$ cat src/rtl/serial_pkg.sv
// serial_pkg: constants shared by the serial link receiver and transmitter
package serial_pkg;
    localparam int BYTE_W          = 8;
    localparam int BIT_CNT_W       = 3;
    localparam int DEFAULT_TIMEOUT = 4096;
endpackage

$ cat src/rtl/serial_rx_fifo.sv
// serial_rx_fifo: small byte FIFO; caller must not push when full unless popping in the same cycle
module serial_rx_fifo
    import serial_pkg::*;
#(
    parameter int DEPTH = 4
) (
    input  logic              clk,
    input  logic              rst,
    input  logic              push,
    input  logic [BYTE_W-1:0] din,
    input  logic              pop,
    output logic [BYTE_W-1:0] dout,
    output logic              empty,
    output logic              full
);
    localparam int AW = $clog2(DEPTH);
    logic [BYTE_W-1:0] mem_q [DEPTH];
    logic [BYTE_W-1:0] mem_d [DEPTH];
    logic [AW:0]       wr_q, wr_d, rd_q, rd_d;
    always_comb begin
        mem_d = mem_q;
        if (push) mem_d[wr_q[AW-1:0]] = din;
        wr_d = push ? wr_q + 1'b1 : wr_q;
        rd_d = pop ? rd_q + 1'b1 : rd_q;
    end
    assign dout  = mem_q[rd_q[AW-1:0]];
    assign empty = wr_q == rd_q;
    assign full  = (wr_q[AW] != rd_q[AW]) && (wr_q[AW-1:0] == rd_q[AW-1:0]);
    always_ff @(posedge clk) begin
        if (rst) begin
            for (int i = 0; i < DEPTH; i++) mem_q[i] <= '0;
            wr_q <= '0;
            rd_q <= '0;
        end else begin
            mem_q <= mem_d;
            wr_q  <= wr_d;
            rd_q  <= rd_d;
        end
    end
endmodule

$ cat src/rtl/serialin.sv
// serialin: two-wire gated-clock serial receiver with idle-timeout framing recovery and byte FIFO
module serialin
    import serial_pkg::*;
#(
    parameter int SYNC_STAGES    = 2,
    parameter int TIMEOUT_CYCLES = DEFAULT_TIMEOUT,
    parameter int FIFO_DEPTH     = 4
) (
    input  logic              clk,
    input  logic              rst,
    input  logic              sclk,
    input  logic              sdata,
    output logic [BYTE_W-1:0] data_out,
    output logic              data_valid,
    input  logic              data_ready,
    output logic              overrun,
    output logic              frame_err,
    output logic              busy
);
    localparam int TW = $clog2(TIMEOUT_CYCLES);
    logic [SYNC_STAGES-1:0] sclk_sync_q, sclk_sync_d, sdata_sync_q, sdata_sync_d;
    logic                   prev_q, prev_d;
    logic [BYTE_W-1:0]      sr_q, sr_d, byte_w;
    logic [BIT_CNT_W-1:0]   bit_cnt_q, bit_cnt_d;
    logic [TW-1:0]          to_cnt_q, to_cnt_d;
    logic                   overrun_q, overrun_d, frame_err_q, frame_err_d;
    logic                   sclk_s, sdata_s, fall, done, pop, push, empty, full;
    assign sclk_s  = sclk_sync_q[SYNC_STAGES-1];
    assign sdata_s = sdata_sync_q[SYNC_STAGES-1];
    assign fall    = prev_q & ~sclk_s;
    assign byte_w  = {sdata_s, sr_q[BYTE_W-1:1]};
    assign done    = fall && (bit_cnt_q == '1);
    assign pop     = ~empty & data_ready;
    assign push    = done & (~full | pop);
    always_comb begin
        sclk_sync_d  = {sclk_sync_q[SYNC_STAGES-2:0], sclk};
        sdata_sync_d = {sdata_sync_q[SYNC_STAGES-2:0], sdata};
        prev_d       = sclk_s;
        sr_d         = sr_q;
        bit_cnt_d    = bit_cnt_q;
        to_cnt_d     = to_cnt_q;
        frame_err_d  = frame_err_q;
        overrun_d    = overrun_q | (done & full & ~pop);
        // A fall wins over a timeout expiring in the same cycle
        if (fall) begin
            sr_d      = byte_w;
            bit_cnt_d = bit_cnt_q + BIT_CNT_W'(1);
            to_cnt_d  = '0;
        end else if (bit_cnt_q == '0) begin
            to_cnt_d = '0;
        end else if (to_cnt_q == TW'(TIMEOUT_CYCLES - 1)) begin
            bit_cnt_d   = '0;
            to_cnt_d    = '0;
            frame_err_d = 1'b1;
        end else begin
            to_cnt_d = to_cnt_q + TW'(1);
        end
    end
    always_ff @(posedge clk) begin
        if (rst) begin
            sclk_sync_q  <= '0;
            sdata_sync_q <= '0;
            prev_q       <= 1'b0;
            sr_q         <= '0;
            bit_cnt_q    <= '0;
            to_cnt_q     <= '0;
            overrun_q    <= 1'b0;
            frame_err_q  <= 1'b0;
        end else begin
            sclk_sync_q  <= sclk_sync_d;
            sdata_sync_q <= sdata_sync_d;
            prev_q       <= prev_d;
            sr_q         <= sr_d;
            bit_cnt_q    <= bit_cnt_d;
            to_cnt_q     <= to_cnt_d;
            overrun_q    <= overrun_d;
            frame_err_q  <= frame_err_d;
        end
    end
    serial_rx_fifo #(.DEPTH(FIFO_DEPTH)) u_fifo (
        .clk   (clk),
        .rst   (rst),
        .push  (push),
        .din   (byte_w),
        .pop   (pop),
        .dout  (data_out),
        .empty (empty),
        .full  (full)
    );
    assign data_valid = ~empty;
    assign overrun    = overrun_q;
    assign frame_err  = frame_err_q;
    assign busy       = bit_cnt_q != '0;
endmodule

$ cat config.mk
export PLATFORM = sky130hd
export DESIGN_NAME = serialin
export DESIGN_NICKNAME = d
export VERILOG_FILES = /design/src/rtl/serial_pkg.sv /design/src/rtl/serial_rx_fifo.sv /design/src/rtl/serialin.sv
export SDC_FILE = /design/constraint.sdc
export NUM_CORES = 1
export LEC_CHECK = 0
export BUFFER_PORTS_ARGS = -buffer_cell sky130_fd_sc_hd__buf_4
export CORE_ASPECT_RATIO = 0.7
export CORE_MARGIN = 4
export CORE_UTILIZATION = 45
export DETAILED_ROUTE_END_ITERATION = 16
export GPL_ROUTABILITY_DRIVEN = 0
export HOLD_SLACK_MARGIN = 0.06
export MAX_ROUTING_LAYER = met4
export PLACE_DENSITY_LB_ADDON = 0.3
export REMOVE_ABC_BUFFERS = 1
export SLEW_MARGIN = 20
export SYNTH_ARGS = -nofsm -noshare
export SYNTH_HDL_FRONTEND = slang
export SYNTH_SLANG_ARGS = --single-unit
$ cat constraint.sdc
create_clock -name clk -period 3.6 [get_ports clk]
set_input_delay 0.18 -clock clk [delete_from_list [all_inputs] [get_ports clk]]
set_output_delay 0.18 -clock clk [all_outputs]
set_load 0.05 [all_outputs]
After elaboration in Yosys (flattened, before gate mapping)

Cells that the tools add are included.
W data, S select, Z words.

Equality and inequality tests: 6
Muxes and demuxes: 9
Reductions and logical operators: 9
$add $sub $neg: 4
Bitwise operators: 15
$lt $le $gt $ge: 3

Operators by type and width:

| cell                    | number |
|---|---|
| $bwmux W32              | 1 |
| $mux W8                 | 3 |
| $bmux W8 S2             | 1 |
| $demux W8 S2            | 1 |
| $add A12 B1 Y12 const B | 1 |
| $eq A12 B12 Y1 const B  | 1 |
| $add A3 B1 Y3 const B   | 3 |
| $mux W3                 | 3 |
| $ge A3 B3 Y1 const B    | 2 |
| $not A1 Y1              | 6 |
| $not A2 Y3              | 2 |
| $and A1 B1 Y1           | 5 |
| $reduce_or A4 Y1        | 1 |
| $eq A3 B3 Y1            | 1 |
| $eq A3 B3 Y1 const B    | 1 |
| $logic_and A1 B1 Y1     | 3 |
| $logic_not A3 Y1        | 1 |
| $lt A3 B1 Y1 const B    | 1 |
| $reduce_and A3 Y1       | 1 |
| $reduce_bool A3 Y1      | 1 |
| $eq A2 B2 Y1            | 1 |
| $ne A2 B2 Y1 const B    | 1 |
| $or A1 B1 Y1            | 2 |
| $reduce_and A2 Y1       | 1 |
| other kinds (2)         | 2 |

Bits in registers: 68
Word-level logic and storage cells: 60

Depth between registers and ports, before layout

Gate-level depths: netlist (run 1).

Word-level depth: 6
Mapped depth: 7
Depth with buffers taken out: 6

By module

From an unflattened synthesis (run 1), not the netlist that was laid out.

Cell total of the unflattened synthesis: 321
Area total of the unflattened synthesis: 3115.5 um^2

Modules (own cells, without submodules):

| module         | cells each | sequential area each (um^2) | times used | area an instance (um^2) |
|---|---|---|---|---|
| serial_rx_fifo | 190        | 760.7                       | 1          | 1966.9 |
| serialin       | 131        | 580.6                       | 1          | 1148.6 |

Worst setup path after synthesis (run 1)

Ideal clock, no wire load.

Path type: register to register
From: register u_fifo.rd_q[0]
To: register u_fifo.mem_q[16] (netlist bit)
Clock period less this slack: 1695 ps
Data required time: 3472 ps
Arrival time: 1567 ps
Library setup time: 128 ps
Stages on the path, launching flop included: 6
Slack: 1905 ps
Path through: dfxtp_1 > buf_6 > xor2_2 > o41ai_4 > mux2i_1 > nor2_1

Longest elaborated chain between the ends: 5
Elaborated cells between the ends (all ways): 8
Classes of those cells: eq/ne (2); bitwise (5); reduce/logical (1)

RTL lines:

| element                                                  | line                                       | RTL |
|---|---|---|
| from (decl)                                              | serial_rx_fifo.sv:19                       | `logic [AW:0] wr_q, wr_d, rd_q, rd_d;` |
| from (signal assigned)                                   | serial_rx_fifo.sv:37                       | `rd_q <= rd_d;` |
| $eq A3 B3 Y1 / $eq A2 B2 Y1 (equally long branches)      | serial_rx_fifo.sv:27, serial_rx_fifo.sv:28 |  |
| $not A1 Y1 / $logic_and A1 B1 Y1 (equally long branches) | serialin.sv:33, serial_rx_fifo.sv:28       |  |
| $and A1 B1 Y1 / $not A1 Y1 (equally long branches)       | serialin.sv:33, serialin.sv:34             |  |
| $or A1 B1 Y1 *                                           | serialin.sv:34                             | `assign push = done & (~full \| pop);` |
| $and A1 B1 Y1 *                                          | serialin.sv:34                             |  |
| to (signal assigned)                                     | serial_rx_fifo.sv:35                       | `mem_q <= mem_d;` |
| to (decl)                                                | serial_rx_fifo.sv:17                       | `logic [BYTE_W-1:0] mem_q [DEPTH];` |

Every way passes the cells marked *; elsewhere a longest branch is shown, timed or not.
A chain may end at the register's enable or synchronous reset.

Final worst setup path (run 1)

From: register u_fifo.rd_q[0]
To: register u_fifo.mem_q[21] (netlist bit)

Same word-level chain as after synthesis.

==> results of run 1 <==
[flip-flops by register name, indices dropped and copies added, names as in the netlist]
name,flops
sdata_sync_q,2
sclk_sync_q,2
u_fifo.wr_q,3
frame_err,1
overrun,1
to_cnt_q,12
u_fifo.mem_q,32
sr_q,7
prev_q,1
bit_cnt_q,3
u_fifo.rd_q,3
[critical path: stages, from the launching register on]
cell     delay [ps]
dfxtp_1         740
xor2_2          350
o41ai_4         870
mux2i_1         260
nor2_1           50
[layout by cell type, fill, tap and decap left out, drive strengths merged, types with 2 or more instances in the layout]
master,n
a21oi,10
and3,2
and4b,4
buf,18
bufinv,2
clkbuf,9
clkinv,2
dfxtp,67
dlygate4sd3,2
ha,9
inv,9
mux2i,34
mux4,8
nand2,20
nand2b,2
nand3,4
nand4,5
nor2,55
nor2b,7
o211ai,2
o41ai,5
or3,2
xnor2,7
xor2,11
[where the power goes]
group	internal [mW]	total, mW	leakage (nW)	switching [mW]
combinational	0.00857	0.0271	0.881	0.0186
sequential	0.744	0.746	0.540	0.00267
clock	0.388	0.675	0.106	0.287
[Yosys cell counts]
cell,number,share of area [%]
a21oi_1,10,1.7
a31oi_1,1,0.21
and3_1,2,0.42
and3b_1,1,0.30
and4_1,1,0.30
and4b_1,4,1.3
buf_1,1,0.13
buf_2,1,0.17
buf_6,2,0.76
clkbuf_1,9,1.1
dfxtp_1,67,45
ha_1,9,3.8
inv_1,8,1.0
mux2i_1,34,11
mux4_1,8,7.1
nand2_1,20,2.5
nand2b_1,2,0.42
nand3_1,4,0.67
nand4_1,5,1.1
nor2_1,55,7.0
nor2b_1,7,1.5
nor3_1,1,0.17
o211ai_1,2,0.51
o22ai_1,1,0.21
o311ai_0,1,0.30
o31ai_1,1,0.25
o41ai_1,1,0.30
o41ai_2,1,0.55
o41ai_4,3,2.8
or3_1,2,0.42
xnor2_1,6,1.8
xnor2_2,1,0.55
xor2_1,9,2.7
xor2_2,1,0.55
xor2_4,1,0.93
[per-layer routing]
| metal | share of wire (%) | track usage [%] | up-vias |
|---|---|---|---|
| met5 | 0 | - | - |
| met4 | 1.4 | 4.33 | 0 |
| met3 | 4.5 | 7.64 | 8 |
| met2 | 43 | 21.1 | 27 |
| met1 | 51 | 19.1 | 925 |
| li1 | - | - | 1013 |
[cell families (layout without fill, tap and decap cells)]
kind of cell	after synthesis	after routing	synth area share, %
fa+ha+maj	9	9	3.79
buf+inv	21	43	3.20
simple gates	104	104	16.1
mux	42	42	18.5
flops	67	67	45.2
xor+xnor	18	18	6.45
compound gates	21	21	6.79
[final timing paths]
check / startpoint / to / slack (ps) / cells after the start
max: u_fifo.rd_q[0]$_SDFFE_PP0P_ / u_fifo.mem_q[21]$_SDFFE_PP0P_ / 1190 / 4
max reg2reg: u_fifo.rd_q[0]$_SDFFE_PP0P_ / u_fifo.mem_q[21]$_SDFFE_PP0P_ / 1190 / 4
min reg2reg: sclk_sync_q[0]$_SDFF_PP0_ / sclk_sync_q[1]$_SDFF_PP0_ / 440 / 1
min: rst / u_fifo.wr_q[0]$_SDFFE_PP0P_ / 290 / 2
[what timing repair did]
item | 4_1_cts | 5_1_grt
endpoints found under the setup margin | 0 | 0
hold buffers | 2 | 0
buffers inserted | 0 | 0
hold endpoints to repair | 2 | 0
[layout make-up]
cell class	instances	area, um^2	area share (%)
Multi-Input combinational cell	194	1540	45.6
Tap cell	78	97.6	2.89
Sequential cell	67	1340	39.7
Timing Repair Buffer	20	155	4.59
Clock buffer	9	124	3.67
Clock inverter	6	90.1	2.67
Inverter	8	30.0	0.889
==> impl_results.md, run 1 <==
* Outcome: complete, no violations
* Number of buffers created by CTS at 9
* Core Util, Final at 53.6%
* CP required at 3810 ps
* Worst Max-Slew Pin Slew at 896 ps
* Mapped Cells at 282
* Vias at 1,973
* CTS HTree Levels at 3
* Filler cells at 578
* RSZ-0062 raised after global routing: false
* Buffers added on ports at 16
* Leakage Power at 1.53 nW
* Drt wl/cell at 13.9 um
* Die width at 105 um
* Vias in the first global route at 1,828
* Largest net degree at the start of global routing at 57
* Synth unique cells at 35
* Setup WS post-layout at 1190 ps
* Final worst path period share at 67.0%
* DR pass1 iterations at 4
* Post-DP HPWL at 3470 um
* Dpl cells at 365
* Row count at 24
* Max VDD drop at 198 uV
* Final Non-Filler Cells at 382
* WHS at 290 ps
* Cell Pwr Density at 429 nW/um^2
* DP Worst Slack at 1170 ps
* Syn Area/Cell at 10.5 um^2
* CP Max Fanout at 11
* Max-cap violations at 0
* Wire length of the first global-routing pass at 9130 um
* HP Class: in2reg
* Reg clk slew, reported paths at 70 ps
* Startpoint types: register
* Fin. max-slew vios at 0
* Slew margin rel. at 40.1%
* Clock network latency to the later pin of the worst-skew pair at 350 ps
* Clk root buf: clkbuf_8
* Total power at 1.45 mW
* Initial antenna violation count at 0
* Number of DRC markers in iteration 0 at 88
* Die area at 7980 um^2
* Final nets at 314
* Placed cell areas at 3140 um^2
* Vias per cell at 5.16
* Share of layout cells above drive strength 1 at 13.5%
* Syn Std Cell Area at 2970 um^2
* Crit path time final at 2410 ps
* Final setup viols at 0
* Die height at 76.0 um
* WL final at 5310 um
* Clk_skew at 7.80 ps
* Max clock buf depth at 2
* Global Route Usage Sum at 15.1%
* DRC at 0
* Area grow syn2layout at 13.8%
* Crit end category: register
* ANT cells at 0
* Clk sinks at 67
* WP data arrival at 2630 ps
* FMAX at 415 MHz
* Number of synthesized register bits at 67
* Gr ovfl total at 0
* ANT nets after route at 0
* Core area at 6310 um^2
* Hold Violations, Final at 0
* Initial core utilization at 47.1%
* Aggregate negative setup slack at 0 ps
* Synth warn at 0
* Post_cts resized at 0
* Register area share after synthesis at 45.2%
* IO Pins at 17
* CP Class: reg2reg
* Final Instance Area at 3380 um^2
* TritonCTS clock tree: done
(Power assumes the default switching activity.)
==> run 2: changes to the inputs <==
- clock period: 3.6 -> 2 ns (I/O delays scaled with it)
==> impl_results.md, run 2 (same netlist as run 1, synthesis figures left out) <==
* Vias in the first global route at 1,934
* Postcts setup bufs at 0
* CP required at 1900 ps
* Final setup viols at 0
* Worst Max-Slew Pin Slew at 647 ps
* Number of DRC markers in iteration 0 at 84
* Reg clk slew, reported paths at 80 ps
* Number of buffers created by CTS at 9
* Initial core utilization at 47.1%
* WL final at 5570 um
* ANT cells at 0
* Cell Pwr Density at 799 nW/um^2
* Clk sinks at 67
* Outcome: complete, no violations
* Clock network latency to the later pin of the worst-skew pair at 350 ps
* Hold Violations, Final at 0
* Leakage Power at 1.57 nW
* Gr ovfl total at 0
* Top reg by flops: u_fifo.mem_q
* Crit path time final at 1880 ps
* Fin. max-slew vios at 0
* Commonest non-fill, non-tap cell in the layout: dfxtp_1
* Clk_skew at 7.25 ps
* Crit end category: primary output
* Core Util, Final at 54.9%
* DRC at 0
* WHS at 80.8 ps
* TritonCTS clock tree: done
* Vias at 1,966
* Post-DP HPWL at 3590 um
* IO Pins at 17
* Die area at 7980 um^2
* Placed cell areas at 3190 um^2
* Clk root buf: clkbuf_8
* HP Class: in2reg
* Initial antenna violation count at 0
* Core area at 6310 um^2
* Largest net degree at the start of global routing at 56
* Commonest cells after routing, fill and taps aside: dfxtp_1, nor2_1, mux2i_1, buf_4, nand2_1
* Die width at 105 um
* Slew margin rel. at 56.6%
* Global Route Usage Sum at 15.4%
* Max VDD drop at 359 uV
* Final Instance Area at 3460 um^2
* Max-cap violations at 0
* FMAX at 532 MHz
* Max reg flops at 32
* Largest regs: u_fifo.mem_q (32), to_cnt_q (12), sr_q (7)
* Filler cells at 555
* Share of layout cells above drive strength 1 at 15.4%
* Final worst path period share at 94.1%
* Row count at 24
* Vias per cell at 5.05
* Max clock buf depth at 2
* RSZ-0062 raised after global routing: false
* ANT nets after route at 0
* Final nets at 320
* WP data arrival at 1780 ps
* Drt wl/cell at 14.3 um
* CTS HTree Levels at 3
* Startpoint types: register
* Buffers added on ports at 16
* Area grow syn2layout at 16.6%
* CP Class: reg2out
* CP Max Fanout at 10
* Die height at 76.0 um
* Wire length of the first global-routing pass at 9400 um
* DR pass1 iterations at 6
==> run 2: cell types whose count changed in the layout (fill, tap and decap cells not counted) <==
cell	delta
clkinv_2	-1
buf_4	+5
bufinv_16	+1
buf_6	+1
clkinv_4	+1
==> run 2: critical path, stage by stage, from the launching register on <==
cell and delay, ps:
dfxtp_1 390, buf_6 200, mux4_1 620, buf_4 220
==> run 2: per-layer routing <==
layer | part of all wire [%] | vias to the layer above | track usage, %
li1 | - | 1025 | -
met1 | 50 | 910 | 19.7
met2 | 45 | 24 | 23.0
met3 | 4.0 | 7 | 5.60
met4 | 1.1 | 0 | 4.85
met5 | 0 | - | -
==> run 2: final cells by class <==
class | instances | area [um^2] | share of cell area (%)
multi-input combinational | 194 | 1540 | 44.5
clock buffer | 9 | 124 | 3.58
tap | 78 | 97.6 | 2.82
timing repair buffer | 26 | 204 | 5.89
inverter | 8 | 30.0 | 0.868
sequential | 67 | 1340 | 38.8
clock inverter | 7 | 124 | 3.58
==> run 2: worst paths after layout <==
kind                                                  end                         from  cells past startpoint  slack, ps
worst max-delay path                          data_out[6]  u_fifo.rd_q[0]$_SDFFE_PP0P_                      3        120
worst max register to register     to_cnt_q[2]$_SDFF_PP0_       to_cnt_q[0]$_SDFF_PP0_                      5        190
worst min register to register  sclk_sync_q[1]$_SDFF_PP0_    sclk_sync_q[0]$_SDFF_PP0_                      1        440
worst min-delay path               to_cnt_q[6]$_SDFF_PP0_                          rst                      3         80
==> run 2: what timing repair did <==
item / CTS / global route
endpoints found under the hold margin: 2 / 0
setup endpoints to repair: 0 / 1
hold buffers: 2 / 0
resized for setup: 0 / 1
==> run 2: power by group <==
group | internal, mW | switching (mW)
Combinational | 0.0167 | 0.0338
Sequential | 1.34 | 0.00510
Clock | 0.836 | 0.537
==> run 2: metrics by stage <==
| step | setup TNS (ps) | setup WS [ps] | total power, mW | cells |
|---|---|---|---|---|
| 2_1_floorplan | -7390 | -832 | 1.39 | 269 |
| 3_3_place_gp | 0 | 259 | 1.42 | 371 |
| 3_5_place_dp | 0 | 207 | 1.42 | 371 |
| 4_1_cts | 0 | 40.0 | 2.80 | 389 |
| 5_1_grt | 0 | 28.0 | 2.86 | 389 |
| 6_report | 0 | 119 | 2.77 | 389 |
